$ cat config.mk
export PLATFORM = sky130hd
export DESIGN_NAME = core_run_ctrl
export DESIGN_NICKNAME = d
export VERILOG_FILES = /design/src/rtl/core_ctrl_pkg.sv /design/src/rtl/btn_debounce.sv /design/src/rtl/core_run_ctrl.sv
export SDC_FILE = /design/constraint.sdc
export NUM_CORES = 1
export LEC_CHECK = 0
export CORE_ASPECT_RATIO = 2
export CORE_MARGIN = 5
export CORE_UTILIZATION = 50
export CTS_CLUSTER_DIAMETER = 50
export DETAILED_ROUTE_END_ITERATION = 10
export GPL_TIMING_DRIVEN = 0
export HOLD_SLACK_MARGIN = 0.05
export PLACE_DENSITY = 0.84
export SKIP_CTS_REPAIR_TIMING = 1
export SLEW_MARGIN = 40
export SYNTH_ARGS = -nofsm -noshare
export SYNTH_HDL_FRONTEND = slang
export SYNTH_HIERARCHICAL = 1
export SYNTH_SLANG_ARGS = --single-unit
$ cat constraint.sdc
create_clock -name clk -period 6.7 [get_ports clk]
set_input_delay 1.675 -clock clk [delete_from_list [all_inputs] [get_ports clk]]
set_output_delay 1.675 -clock clk [all_outputs]
set_load 0.01 [all_outputs]
$ cat src/rtl/core_ctrl_pkg.sv
// Shared definitions for the core run controller: FSM state encoding,
// button indices and LED slice selector codes.
package core_ctrl_pkg;

    typedef enum logic [1:0] {
        RST_HOLD = 2'd0,
        HALT     = 2'd1,
        RUN      = 2'd2,
        STEP     = 2'd3
    } run_state_t;

    localparam int NUM_BTNS = 4;
    localparam int BTN_RST  = 0;
    localparam int BTN_RUN  = 1;
    localparam int BTN_STEP = 2;
    localparam int BTN_SEL  = 3;

    localparam logic [2:0] LED_SEL_A_LO = 3'd0;
    localparam logic [2:0] LED_SEL_A_HI = 3'd1;
    localparam logic [2:0] LED_SEL_B_LO = 3'd2;
    localparam logic [2:0] LED_SEL_B_HI = 3'd3;
    localparam logic [2:0] LED_SEL_C_LO = 3'd4;
    localparam logic [2:0] LED_SEL_C_HI = 3'd5;
    localparam logic [2:0] LED_SEL_D_LO = 3'd6;
    localparam logic [2:0] LED_SEL_D_HI = 3'd7;

endpackage

$ cat src/rtl/btn_debounce.sv
// Push-button conditioner: 2-flop synchronizer, counting debouncer and a
// one-cycle press pulse on the debounced rising edge (releases are silent).
module btn_debounce #(
    parameter logic [15:0] DEBOUNCE_CYCLES = 16'd50000
) (
    input  logic clk,
    input  logic reset_n,
    input  logic btn_raw,
    output logic press
);

    logic        sync1_reg;
    logic        sync2_reg;
    logic        stable_reg;
    logic        stable_next;
    logic        stable_d_reg;
    logic        press_reg;
    logic [15:0] count_reg;
    logic [15:0] count_next;

    // Any cycle where the synchronized input agrees with the stable value
    // restarts the run of disagreeing cycles.
    always_comb begin
        count_next  = '0;
        stable_next = stable_reg;
        if (sync2_reg != stable_reg) begin
            if (count_reg >= DEBOUNCE_CYCLES - 16'd1) begin
                stable_next = ~stable_reg;
            end else begin
                count_next = count_reg + 16'd1;
            end
        end
    end

    always_ff @(posedge clk or negedge reset_n) begin
        if (!reset_n) begin
            sync1_reg    <= 1'b0;
            sync2_reg    <= 1'b0;
            stable_reg   <= 1'b0;
            stable_d_reg <= 1'b0;
            count_reg    <= '0;
            press_reg    <= 1'b0;
        end else begin
            sync1_reg    <= btn_raw;
            sync2_reg    <= sync1_reg;
            stable_reg   <= stable_next;
            stable_d_reg <= stable_reg;
            count_reg    <= count_next;
            press_reg    <= stable_reg & ~stable_d_reg;
        end
    end

    assign press = press_reg;

endmodule

$ cat src/rtl/core_run_ctrl.sv
// Run/halt/single-step controller for a soft core, with LED port viewer.
// Optional enabled-cycle counter built when CORE_CYCLE_COUNTER_EN is defined.
module core_run_ctrl
    import core_ctrl_pkg::*;
#(
    parameter logic [15:0] DEBOUNCE_CYCLES = 16'd50000,
    parameter logic [7:0]  RESET_CYCLES    = 8'd16,
    parameter int          WIDTH           = 32
) (
    input  logic             clk,
    input  logic             reset_n,
    input  logic             btn_rst,
    input  logic             btn_run,
    input  logic             btn_step,
    input  logic             btn_sel,
    input  logic [WIDTH-1:0] port_a,
    input  logic [WIDTH-1:0] port_b,
    input  logic [WIDTH-1:0] port_c,
    input  logic [WIDTH-1:0] port_d,
    output logic             core_reset,
    output logic             core_ce,
    output logic [15:0]      led,
    output logic [1:0]       run_state,
    output logic [31:0]      cycle_count
);

    logic [NUM_BTNS-1:0] btn_raw;
    logic [NUM_BTNS-1:0] press;

    assign btn_raw = {btn_sel, btn_step, btn_run, btn_rst};

    generate
        for (genvar gi = 0; gi < NUM_BTNS; gi++) begin : g_btn
            btn_debounce #(
                .DEBOUNCE_CYCLES(DEBOUNCE_CYCLES)
            ) u_btn_debounce (
                .clk    (clk),
                .reset_n(reset_n),
                .btn_raw(btn_raw[gi]),
                .press  (press[gi])
            );
        end
    endgenerate

    run_state_t state_reg;
    run_state_t state_next;
    logic [7:0] hold_reg;
    logic [7:0] hold_next;
    logic       core_reset_reg;
    logic       core_ce_reg;
    logic [2:0] led_sel_reg;
    logic [15:0] led_reg;

    // Press priority rst > run > step; losing presses are simply dropped.
    always_comb begin
        state_next = state_reg;
        hold_next  = '0;
        if (press[BTN_RST]) begin
            state_next = RST_HOLD;
        end else begin
            case (state_reg)
                RST_HOLD: begin
                    if (hold_reg == RESET_CYCLES) begin
                        state_next = HALT;
                    end else begin
                        hold_next = hold_reg + 8'd1;
                    end
                end
                HALT: begin
                    if (press[BTN_RUN]) begin
                        state_next = RUN;
                    end else if (press[BTN_STEP]) begin
                        state_next = STEP;
                    end
                end
                RUN: begin
                    if (press[BTN_RUN]) begin
                        state_next = HALT;
                    end
                end
                default: state_next = HALT;
            endcase
        end
    end

    // Outputs are registered from the next state so they line up with run_state.
    always_ff @(posedge clk or negedge reset_n) begin
        if (!reset_n) begin
            state_reg      <= RST_HOLD;
            hold_reg       <= '0;
            core_reset_reg <= 1'b1;
            core_ce_reg    <= 1'b0;
        end else begin
            state_reg      <= state_next;
            hold_reg       <= hold_next;
            core_reset_reg <= (state_next == RST_HOLD);
            core_ce_reg    <= (state_next != HALT);
        end
    end

    always_ff @(posedge clk or negedge reset_n) begin
        if (!reset_n) begin
            led_sel_reg <= LED_SEL_A_LO;
            led_reg     <= '0;
        end else begin
            if (press[BTN_SEL]) begin
                led_sel_reg <= led_sel_reg + 3'd1;
            end
            case (led_sel_reg)
                LED_SEL_A_LO: led_reg <= port_a[15:0];
                LED_SEL_A_HI: led_reg <= port_a[31:16];
                LED_SEL_B_LO: led_reg <= port_b[15:0];
                LED_SEL_B_HI: led_reg <= port_b[31:16];
                LED_SEL_C_LO: led_reg <= port_c[15:0];
                LED_SEL_C_HI: led_reg <= port_c[31:16];
                LED_SEL_D_LO: led_reg <= port_d[15:0];
                default:      led_reg <= port_d[31:16];
            endcase
        end
    end

`ifdef CORE_CYCLE_COUNTER_EN
    logic [31:0] cycle_count_reg;

    always_ff @(posedge clk or negedge reset_n) begin
        if (!reset_n) begin
            cycle_count_reg <= '0;
        end else if (state_next == RST_HOLD) begin
            cycle_count_reg <= '0;
        end else if (core_ce_reg && !core_reset_reg) begin
            cycle_count_reg <= cycle_count_reg + 32'd1;
        end
    end

    assign cycle_count = cycle_count_reg;
`else
    assign cycle_count = '0;
`endif

    assign core_reset = core_reset_reg;
    assign core_ce    = core_ce_reg;
    assign led        = led_reg;
    assign run_state  = state_reg;

endmodule

==> flow_metrics.env <==
export IMPL_synthToLayoutAreaGrowth_pct=39.3
export IMPL_antenna_found_initial=0
export IMPL_pin_count=186
export IMPL_drc=0
export IMPL_hold_class="flop to flop"
export IMPL_whs_path_depth=0
export IMPL_synthDistinctLibCells=40
export IMPL_cp_end_kind="output pin"
export IMPL_setup_viol=0
export IMPL_dieHeight_um=168
export IMPL_grtUsageMet1=0.250
export IMPL_drv_slew=0
export IMPL_synth_area_per_cell_um2=10.2
export IMPL_grt_pass1_wl_um=28200
export IMPL_gr_total_overflow=0
export IMPL_clock_sinks=115
export IMPL_grt_pass1_vias=5714
export IMPL_coreArea_um2=12200
export IMPL_leakage_nw=3.58
export IMPL_crit_start="run_state[0]"
export IMPL_r2r_cells=9
export IMPL_status="finished, final reports clean"
export IMPL_tightest_slew_ns=0.621
export IMPL_p_per_area_nw_per_um2=205
export IMPL_grt_setup_unrepaired="no"
export IMPL_ant_nets=0
export IMPL_via_per_inst=5.53
export IMPL_worst_setup_path_start_kind="flop"
export IMPL_htreeDepth=4
export IMPL_ir_drop_v=0.000218
export IMPL_busiest_layer="met2"
export IMPL_whs_endpoint="g_btn[1].u_btn_debounce/sync2_reg"
export IMPL_gp_congestion=0.965
export IMPL_vias=5390
export IMPL_floorplan_initialDensity=0.513
export IMPL_grt_use_met2=0.438
export IMPL_clk_pin_slew_ns=0.05
export IMPL_ys_ff_latch=115
export IMPL_nets=960
export IMPL_seq_area_frac_synth=0.460
export IMPL_wirelength_um=17700
export IMPL_portBuffers=153
export IMPL_rows=57
export IMPL_drive_above_1_share=0.181
export IMPL_numCtsBuffers=17
export IMPL_slowest_stage="clkdlybuf4s50_1"
export IMPL_cts_root_buf="clkbuf_16"
export IMPL_syn_area_um2=6250
export IMPL_critical_path_required_ns=5.03
export IMPL_r2r_setup_slack_ns=4.21
export IMPL_timing_rr_end="led[5]"
export IMPL_worst_setup_path_type="flop to output pin"
export IMPL_finalNonFillerCells=975
export IMPL_path_depth=1
export IMPL_drtIter0Drc=400
export IMPL_maxCapViolCount=0
export IMPL_hpwlAfterDp_um=13600
export IMPL_gr_usage_met3=0.0543
export IMPL_whs_ns=0.350
export IMPL_n_antenna_cell=0
export IMPL_slew_headroom=0.586
export IMPL_power_total_w=0.00179
export IMPL_critPathArrivalTime_ns=1.46
export IMPL_die_area_um2=15000
export IMPL_first_pass_iters=5
export IMPL_finalClockSkew_ns=0.00683
export IMPL_cts_buffer_depth=2
export IMPL_cts_tree="built"
export IMPL_layout_min_cycle_time_ns=3.14
export IMPL_crit_path_max_incr_delay_ns=0.60
export IMPL_dp_cells=943
export IMPL_yosys_warnings=6
export IMPL_critical_path_n_buffers_inverters=1
export IMPL_setup_tns_ns=0
export IMPL_min_from="g_btn[1].u_btn_debounce/sync1_reg"
export IMPL_worstReg2RegStart="led_sel_reg[2]"
export IMPL_grt_use_total=0.242
export IMPL_fin_crit_sh=0.468
export IMPL_syn_inst=611
export IMPL_die_x_um=89.1
export IMPL_wire_per_inst_um=18.1
export IMPL_insertion_delay_ns=0.41
export IMPL_crit_chain="clkdlybuf4s50_1"
export IMPL_cp_top_family="buffers and inverters"
export IMPL_path_max_fanout=8
export IMPL_hold_viol_final=0
export IMPL_max_freq_mhz=319
export IMPL_grt_max_degree=61
export IMPL_largest_reg_flops=64
[worst max path at each step]
stage,endpoint
after detailed placement,led[15]
final,run_state[0]
after floorplan,led[2]
after CTS,run_state[0]
after global routing,run_state[0]
after global placement,g_btn[0].u_btn_debounce/count_reg[6]
[synthesized netlist by cell type, drive strengths merged]
| library cell | count | area [µm²] |
|---|---|---|
| dfrtp | 114 | 2850 |
| nor2 | 100 | 393 |
| xnor2 | 53 | 464 |
| buf | 46 | 370 |
| mux2 | 44 | 495 |
| nand3 | 29 | 145 |
| a22oi | 28 | 210 |
| nand2 | 24 | 90.1 |
| a31oi | 20 | 169 |
| nor3 | 20 | 100 |
| nor4 | 20 | 125 |
| inv | 19 | 71.3 |
| nand4 | 17 | 106 |
| ha | 11 | 138 |
| xor2 | 11 | 96.3 |
| clkbuf | 7 | 26.3 |
| a21oi | 5 | 25.0 |
| o21ai | 5 | 25.0 |
| or4 | 5 | 56.3 |
| a211oi | 4 | 30.0 |
| a311o | 4 | 45.0 |
| nor2b | 4 | 25.0 |
| a31o | 3 | 26.3 |
| or3 | 3 | 18.8 |
| a221oi | 2 | 17.5 |
| a222oi | 2 | 20.0 |
| a32oi | 2 | 17.5 |
| mux2i | 2 | 20.0 |
| a2111o | 1 | 11.3 |
| a21o | 1 | 7.51 |
| conb | 1 | 3.75 |
| dfstp | 1 | 26.3 |
| nor3b | 1 | 7.51 |
| nor4b | 1 | 8.76 |
| or3b | 1 | 8.76 |
[metrics by stage]
| step | utilization | worst slack, ns | area, µm² |
|---|---|---|---|
| 4_1_cts | 0.714 | 3.54 | 8710 |
| 6_report | 0.714 | 3.56 | 8710 |
| 5_1_grt | 0.714 | 3.52 | 8710 |
| 3_5_place_dp | 0.666 | 3.77 | 8120 |
| 3_3_place_gp | 0.663 | -0.312 | 8090 |
| 2_1_floorplan | - | 4.35 | 6370 |
[routing by layer]
layer / routed length, µm / up-vias
li1: - / 2517
met1: 6040 / 2584
met2: 9500 / 232
met3: 1360 / 57
met4: 785 / 0
met5: 0 / -
[cells in the final DEF (no fill, tap or decap), types with 8 or more instances in the layout]
master,synthesis,routed
a31oi_1,13,13
nand3_1,29,29
xnor2_1,53,53
clkbuf_16,0,17
clkbuf_1,7,9
a22oi_1,28,28
mux2_2,44,44
dfrtp_1,114,114
nand4_1,17,17
nor3_1,20,20
nand2_1,24,24
inv_1,19,19
conb_1,1,32
xor2_1,11,11
nor4_1,20,20
ha_1,11,11
buf_6,8,8
nor2_1,93,93
buf_4,32,32
clkdlybuf4s50_1,0,152
[power breakdown]
| group | switching (W) | internal [W] | total, W |
|---|---|---|---|
| Combinational | 0.0000641 | 0.000114 | 0.000178 |
| Clock | 0.000307 | 0.000583 | 0.000890 |
| Sequential | 0.0000107 | 0.000709 | 0.000719 |
| Total | 0.000382 | 0.00141 | 0.00179 |
[cell families (layout without fill, tap and decap cells)]
kind of cell,after synthesis,after routing,share of synthesized area
muxes,46,46,0.0824
other,1,32,0.000600
buffers and inverters,72,258,0.0748
xor gates and xnor gates,64,64,0.0896
adders and majority gates,11,11,0.0220
DFF,115,115,0.460
AOI/OAI and AO/OA,77,77,0.0966
and+or+nand+nor,225,225,0.173
[layout make-up]
cell class | instances | area [µm²]
Tap cell | 147 | 184
Sequential cell | 115 | 2880
Inverter | 19 | 71.3
Clock inverter | 13 | 160
Multi-Input combinational cell | 455 | 3020
Timing Repair Buffer | 154 | 1560
Fill cell | 829 | 3480
Clock buffer | 19 | 433
Buffer | 53 | 397
No activity file was read; power rests on OpenSTA's default activity.
